[src/rtl/bus_master_if.sv]
// bus_master_if: single-outstanding CPU-to-bus master. Latches one CPU load or
// store, requests the bus, performs one transfer and releases the CPU stall.
// Optional feature: define BUSIF_TIMEOUT_EN to abort a request that is not
// granted within 255 REQ cycles (sticky err, all-ones load result).
`ifndef BUS_ADDR_WIDTH
`define BUS_ADDR_WIDTH 16
`endif
`ifndef DATA_WIDTH
`define DATA_WIDTH 16
`endif
`ifndef Enable_
`define Enable_ 1'b0
`endif
`ifndef Read
`define Read 1'b1
`endif
`ifndef Write
`define Write 1'b0
`endif

module bus_master_if #(
  parameter int ADDR_W = `BUS_ADDR_WIDTH,
  parameter int DATA_W = `DATA_WIDTH
) (
  input  logic              clk,
  input  logic              reset_,
  input  logic              cpu_memread,
  input  logic              cpu_memwrite,
  input  logic [ADDR_W-1:0] cpu_addr,
  input  logic [DATA_W-1:0] cpu_wdata,
  output logic [DATA_W-1:0] cpu_rdata,
  output logic              cpu_stall,
  output logic              breq_,
  input  logic              bgrt_,
  output logic [ADDR_W-1:0] bus_addr,
  output logic [DATA_W-1:0] bus_wdata,
  output logic              bus_rw_,
  input  logic [DATA_W-1:0] bus_rdata,
  output logic              err
);

  typedef enum logic [2:0] {
    IDLE   = 3'd0,
    REQ    = 3'd1,
    XFER   = 3'd2,
    RDWAIT = 3'd3,
    DONE   = 3'd4
  } state_e;

  state_e            state_q, state_d;
  logic [ADDR_W-1:0] addr_q, addr_d;
  logic [DATA_W-1:0] wdata_q, wdata_d;
  logic [DATA_W-1:0] rdata_q, rdata_d;
  logic              rw_q, rw_d;
  logic              req_s;
  logic              grant_s;
  logic              timeout_s;

  assign req_s   = cpu_memread | cpu_memwrite;
  assign grant_s = (bgrt_ == `Enable_);

`ifdef BUSIF_TIMEOUT_EN
  logic [7:0] cnt_q, cnt_d;
  logic       err_q, err_d;

  // Timeout fires on the 255th consecutive REQ cycle without a grant.
  assign timeout_s = (state_q == REQ) && !grant_s && (cnt_q == 8'd254);

  // Count grantless REQ cycles; any exit from REQ clears the count.
  always_comb begin
    cnt_d = 8'd0;
    if ((state_q == REQ) && !grant_s && !timeout_s) begin
      cnt_d = cnt_q + 8'd1;
    end else begin
      cnt_d = 8'd0;
    end
    err_d = err_q | timeout_s;
  end

  // Timeout counter and sticky error flag (cleared only by reset).
  always_ff @(posedge clk or negedge reset_) begin
    if (!reset_) begin
      cnt_q <= 8'd0;
      err_q <= 1'b0;
    end else begin
      cnt_q <= cnt_d;
      err_q <= err_d;
    end
  end

  assign err = err_q;
`else
  assign timeout_s = 1'b0;
  assign err       = 1'b0;
`endif

  // State register.
  always_ff @(posedge clk or negedge reset_) begin
    if (!reset_) begin
      state_q <= IDLE;
    end else begin
      state_q <= state_d;
    end
  end

  // Next-state logic: one latched operation walks REQ -> XFER -> (RDWAIT) -> DONE.
  always_comb begin
    state_d = state_q;
    case (state_q)
      IDLE:    state_d = req_s ? REQ : IDLE;
      REQ: begin
        if (grant_s) begin
          state_d = XFER;
        end else if (timeout_s) begin
          state_d = DONE;
        end else begin
          state_d = REQ;
        end
      end
      XFER:    state_d = (rw_q == `Read) ? RDWAIT : DONE;
      RDWAIT:  state_d = DONE;
      DONE:    state_d = IDLE;
      default: state_d = IDLE;
    endcase
  end

  // Output decode: stall/request follow the state; the bus is only driven as a write in XFER.
  always_comb begin
    cpu_stall = 1'b0;
    breq_     = 1'b1;
    bus_rw_   = `Read;
    case (state_q)
      IDLE:   cpu_stall = req_s;
      REQ: begin
        cpu_stall = 1'b1;
        breq_     = 1'b0;
      end
      XFER: begin
        cpu_stall = 1'b1;
        breq_     = 1'b0;
        bus_rw_   = rw_q;
      end
      RDWAIT: begin
        cpu_stall = 1'b1;
        breq_     = 1'b0;
      end
      DONE:    cpu_stall = 1'b0;
      default: cpu_stall = 1'b0;
    endcase
  end

  // Datapath next values: latch the request in IDLE, capture load data in RDWAIT.
  always_comb begin
    addr_d  = addr_q;
    wdata_d = wdata_q;
    rw_d    = rw_q;
    rdata_d = rdata_q;
    if ((state_q == IDLE) && req_s) begin
      addr_d  = cpu_addr;
      wdata_d = cpu_wdata;
      rw_d    = cpu_memread ? `Read : `Write;  // read wins when both are asserted
    end else begin
      addr_d  = addr_q;
      wdata_d = wdata_q;
      rw_d    = rw_q;
    end
    if (state_q == RDWAIT) begin
      rdata_d = bus_rdata;
    end else if (timeout_s && (rw_q == `Read)) begin
      rdata_d = {DATA_W{1'b1}};
    end else begin
      rdata_d = rdata_q;
    end
  end

  // Datapath registers.
  always_ff @(posedge clk or negedge reset_) begin
    if (!reset_) begin
      addr_q  <= {ADDR_W{1'b0}};
      wdata_q <= {DATA_W{1'b0}};
      rw_q    <= `Read;
      rdata_q <= {DATA_W{1'b0}};
    end else begin
      addr_q  <= addr_d;
      wdata_q <= wdata_d;
      rw_q    <= rw_d;
      rdata_q <= rdata_d;
    end
  end

  assign bus_addr  = addr_q;
  assign bus_wdata = wdata_q;
  assign cpu_rdata = rdata_q;

endmodule

[config.mk]
export PLATFORM = sky130hd
export DESIGN_NAME = bus_master_if
export DESIGN_NICKNAME = d
export VERILOG_FILES = /design/src/rtl/bus_master_if.sv
export SDC_FILE = /design/constraint.sdc
export NUM_CORES = 1
export LEC_CHECK = 0
export CORE_AREA = 4 4 82 84
export DETAILED_ROUTE_END_ITERATION = 10
export DIE_AREA = 0 0 86 88
export GPL_TIMING_DRIVEN = 0
export PLACE_DENSITY_LB_ADDON = 0.08
export RECOVER_POWER = 25
export SETUP_SLACK_MARGIN = 0.02
export SLEW_MARGIN = 20
export SYNTH_ARGS = -nofsm -noshare
export SYNTH_HDL_FRONTEND = slang
export SYNTH_SLANG_ARGS = --single-unit
[constraint.sdc]
create_clock -name clk -period 1.45 [get_ports clk]
set_input_delay 0.145 -clock clk [delete_from_list [all_inputs] [get_ports clk]]
set_output_delay 0.145 -clock clk [all_outputs]
set_load 0.01 [all_outputs]
---- Word level (Yosys, flattened, before mapping) ----
Cells that the tools add are included.
operators by class
  add/sub/neg operators ................... 0
  multipliers ............................. 0
  divide/modulo/power cells ............... 0
  magnitude comparators ................... 0
  equal/unequal tests ..................... 3
  shift-type cells ........................ 0
  multiplexer cells ....................... 8
  bitwise operators ....................... 1
  reduce and logical (&&, ||, !) cells .... 3
operators by type and width
  cell                count
  $pmux 3 s4          1
  $eq 3x2->1 const B  2
  $mux 1              4
  $eq 3x1->1 const B  1
  $logic_not 3->1     1
  $mux 3              1
  $reduce_or 3->1     1
  $mux 2              1
  $pmux 1 s2          1
  $logic_and 1x1->1   1
  $or 1x1->1          1
word-level totals
  flip-flop bits (word level) ............. 52
  bits in latches ......................... 0
  RAM bits ................................ 0
  bits in read-only memories .............. 0
  bits of input ports ..................... 53
  output and inout bits ................... 52
  logic and storage cells ................. 20
  memories kept ........................... 0

---- Depth between registers and ports, before layout ----
  word-level depth ........................ 3
  gate-level depth with buffers ........... 4
  gate-level depth less buffers ........... 3

---- Least setup slack after synthesis ----
No wires, ideal clock.
  path kind ............................... reg-to-reg
  start ................................... register state_q[2]
  end ..................................... register addr_q[10], in the netlist bus_addr[10]
  library setup time ...................... 0.125 ns
  arrival ................................. 1.355 ns
  data required time ...................... 1.325 ns
  path slack .............................. -0.030 ns
  cell stages (with the launch flop) ...... 5
  path buffers ............................ 1
  clock period less this slack ............ 1.480 ns
  path through ............................ dfrtp_1 o21bai_4 nor3_4 buf_6 mux2_2
between the ends
  cells in the longest elaborated chain, start to end .. 2
RTL lines
  item                      line  text
  start: declaration        50    state_e state_q, state_d;
  start signal: assignment  102   state_q <= state_d;
  $logic_not 3->1           158   if ((state_q == IDLE) && req_s) begin
  $logic_and 1x1->1         158
  end signal: assignment    179   addr_q <= {ADDR_W{1'b0}};
  end signal: assignment    184   addr_q <= addr_d;
  end: declaration          51    logic [ADDR_W-1:0] addr_q, addr_d;
Every way passes these cells.
A chain may end at the register's enable or synchronous reset.

---- Final worst setup path ----
  start ................................... register state_q[2]
  end ..................................... register wdata_q[12], in the netlist bus_wdata[12]
between the ends
  cells in the longest elaborated chain, start to end .. 2
RTL lines
  item                    line  text
  $logic_not 3->1         158
  $logic_and 1x1->1       158
  end signal: assignment  180   wdata_q <= {DATA_W{1'b0}};
  end signal: assignment  185   wdata_q <= wdata_d;
  end: declaration        52    logic [DATA_W-1:0] wdata_q, wdata_d;
Every way passes these cells.

==> impl_metrics.env <==
export IMPL_outcome="complete, but fails checks"
export IMPL_violations="setup timing"
export IMPL_rsz0062_at_grt="yes"
export IMPL_final_antenna_net_count=0
export IMPL_start_util_pct=34.34
export IMPL_dieWidth_um=86
export IMPL_setup_tns_ns=-1.970
export IMPL_required_ns=1.64
export IMPL_cap_viol_max_count=0
export IMPL_place_hpwl_mm=3.751
export IMPL_synth_common_cells="dfrtp_1 (51), mux2_2 (45), buf_6 (4), mux2_1 (4)"
export IMPL_finalSetupViolCount=37
export IMPL_critPathLaunchType="flop"
export IMPL_power_density_nw_per_um2=2239
export IMPL_yosysTopAreaCellShare_pct=62.77
export IMPL_min_period_ns=1.527
export IMPL_rows=28
export IMPL_async_flop_share_pct=100.0
export IMPL_worst_pin_slew_ns=0.6704
export IMPL_end_kind="flop"
export IMPL_vias_per_cell=4.537
export IMPL_crit_type="flop to flop"
export IMPL_synth_warnings=0
export IMPL_wl_per_cell_um=16.09
export IMPL_slew_headroom_pct=55.31
export IMPL_dieArea_um2=7568
export IMPL_dieHeight_um=88
export IMPL_hp_class="primary input to asynchronous set/reset pin"
export IMPL_cts_clk_slew_worst_paths_ns=0.09
export IMPL_vias=1488
export IMPL_io_pins=105
export IMPL_clock_latency_ns=0.30
export IMPL_yosysMostFrequentCell="dfrtp_1"
export IMPL_worstReg2RegStart="state_q[2]"
export IMPL_final_core_util_pct=60.04
export IMPL_synth_fp_nets=176
export IMPL_gp_congestion=0.7244
export IMPL_synth_area_leader_cell="dfrtp_1"
export IMPL_htree_levels=2
export IMPL_io_buffer_count=103
export IMPL_avgSynthCellArea_um2=16.53
export IMPL_ys_types=20
export IMPL_areaGrowthSynthToFinish_pct=74.83
export IMPL_layoutNonFillerInstCount=328
export IMPL_r2r_cells=5
export IMPL_cp_arrival_ns=1.72
export IMPL_grt_util_all_layers_pct=14.13
export IMPL_wl_mm=5.276
export IMPL_critPathMaxFanout=5
export IMPL_drc=0
export IMPL_p_total_mw=7.957
export IMPL_fillCellCount=466
export IMPL_synth_top_flop_cell="dfrtp_1"
export IMPL_postSynthCellCount=123
export IMPL_synth_seq_cells=52
export IMPL_peakVddDrop_v=0.001151
export IMPL_fin_crit_sh_pct=105.3
export IMPL_leakagePower_nw=1.546
export IMPL_cts_made_buffers=5
export IMPL_grt_pass1_vias=1651
export IMPL_diodes=0
export IMPL_fmax_ghz=0.6551
export IMPL_cts_buffer_depth=2
export IMPL_finClkSkew_ns=0.006339
export IMPL_synth_edf_count=0
export IMPL_hold_violations=0
export IMPL_worst_r2r_setup_slack_ns=-0.08
export IMPL_clock_sinks=52
export IMPL_core_area_um2=5921
export IMPL_overflow=0
export IMPL_placedCellCount=302
export IMPL_antenna_found_initial=0
export IMPL_grt_max_degree=28
export IMPL_grt_pass1_wl_mm=8.204
export IMPL_synth_area_um2=2033
export IMPL_dr_pass1_iters=2
export IMPL_drive_above_1_share_pct=34.39
export IMPL_maxSlewViolCount=0
export IMPL_yosysSeqAreaShare_pct=64.06
export IMPL_synthTopCellsByArea="dfrtp_1 (63%), mux2_2 (25%), buf_6 (2.2%), mux2_1 (2.2%), dfstp_2 (1.3%)"
export IMPL_nets=305
export IMPL_reg2reg_to="bus_wdata[12]"
export IMPL_root_buffer="clkbuf_8"
export IMPL_cts_tree="done"
export IMPL_drtIter0Drc=28
export IMPL_layout_setup_ws_ns=-0.07660
how the worst max path moves through the flow:
| stage | end | slack, ns | from |
|---|---|---|---|
| after floorplan | bus_addr[10] | -0.03 | state_q[2] |
| after global placement | cpu_rdata[12] | -1.22 | reset_ |
| after detailed placement | bus_addr[0] | -0.38 | cpu_memread |
| after CTS | bus_wdata[12] | -0.09 | state_q[2] |
| after global routing | bus_wdata[11] | -0.14 | state_q[2] |
| final | bus_wdata[12] | -0.08 | state_q[2] |
critical path: stages (launching register included):
cell and delay (ns):
dfrtp_1 0.41, o21bai_4 0.20, nor3_4 0.19, buf_4 0.15
buf_4 0.14, mux2_2 0.33
cell type report:
type | count | area [µm²] | area share (%)
Multi-Input combinational cell | 65 | 768.2 | 21.61
Timing Repair Buffer | 122 | 1196 | 33.65
Clock inverter | 2 | 35.03 | 0.9856
Buffer | 6 | 85.08 | 2.394
Sequential cell | 52 | 1304 | 36.68
Tap cell | 75 | 93.84 | 2.640
Clock buffer | 6 | 72.57 | 2.042
layer usage:
| layer | GRT usage [%] | wire length [µm] |
|---|---|---|
| met1 | 16.20 | 2010 |
| met2 | 25.51 | 2878 |
| met3 | 4.045 | 340 |
| met4 | 4.317 | 47 |
| met5 | 0 | 0 |
repair_timing:
item / CTS / global route
buffers inserted: 9 / 6
endpoints found under the hold margin: 25 / 0
endpoints found under the setup margin: 36 / 45
gates resized for setup: 26 / 20
pin swaps: 1 / 2
cloned: 1 / 1
hold buffers: 1 / 0
logic make-up (layout without fill, tap and decap cells):
group / Yosys count / in the layout / share of synthesized area (%)
AO/OA/AOI/OAI: 5 / 5 / 2.154
multiplexers: 49 / 49 / 27.14
other: 1 / 1 / 0.1844
buffers and inverters: 6 / 136 / 2.831
flip-flops: 52 / 52 / 64.06
AND/OR/NAND/NOR: 10 / 10 / 3.632
placed cells by master, fill, tap and decap left out:
master,n
mux2_2,27
dfstp_2,1
nand2_1,1
buf_6,5
clkinv_2,1
buf_4,14
buf_12,3
or3_1,1
a21oi_1,2
and3b_1,1
clkbuf_1,2
nor2b_1,1
dfrtp_2,1
conb_1,1
nor3_4,1
dfrtp_1,50
buf_8,1
clkbuf_16,1
nand2b_1,1
o21bai_1,1
mux2_4,20
o21bai_4,2
mux2_1,2
clkbuf_8,5
clkdlybuf4s50_1,99
bufinv_16,1
dlygate4sd3_1,1
buf_2,2
nand3b_4,1
clkbuf_2,1
nor3b_1,1
nor2_1,2
stage by stage:
| step | setup slack (ns) | hold slack, ns | area, µm² |
|---|---|---|---|
| floorplan | -0.02985 | -0.1506 | 2033 |
| global placement | -1.216 | 0.4671 | 3158 |
| detailed placement | -0.3752 | 0.1919 | 3173 |
| CTS | -0.08815 | 0.4166 | 3418 |
| global route | -0.1407 | 0.4292 | 3555 |
| finish | -0.07660 | 0.4237 | 3555 |
flip-flops by register name, summed over array words and instances, names as in the netlist:
| name | flops |
|---|---|
| state_q | 3 |
| cpu_rdata | 16 |
| bus_wdata | 16 |
| bus_addr | 16 |
| rw_q | 1 |
where the power goes:
group | switching [mW] | internal, mW | total [mW] | leakage [nW]
clock network | 0.450 | 0.513 | 0.962 | 0.0552
logic | 1.49 | 2.89 | 4.38 | 0.882
registers | 0.397 | 2.22 | 2.61 | 0.609
total | 2.34 | 5.62 | 7.96 | 1.55
No activity file was read; power rests on OpenSTA's default activity.
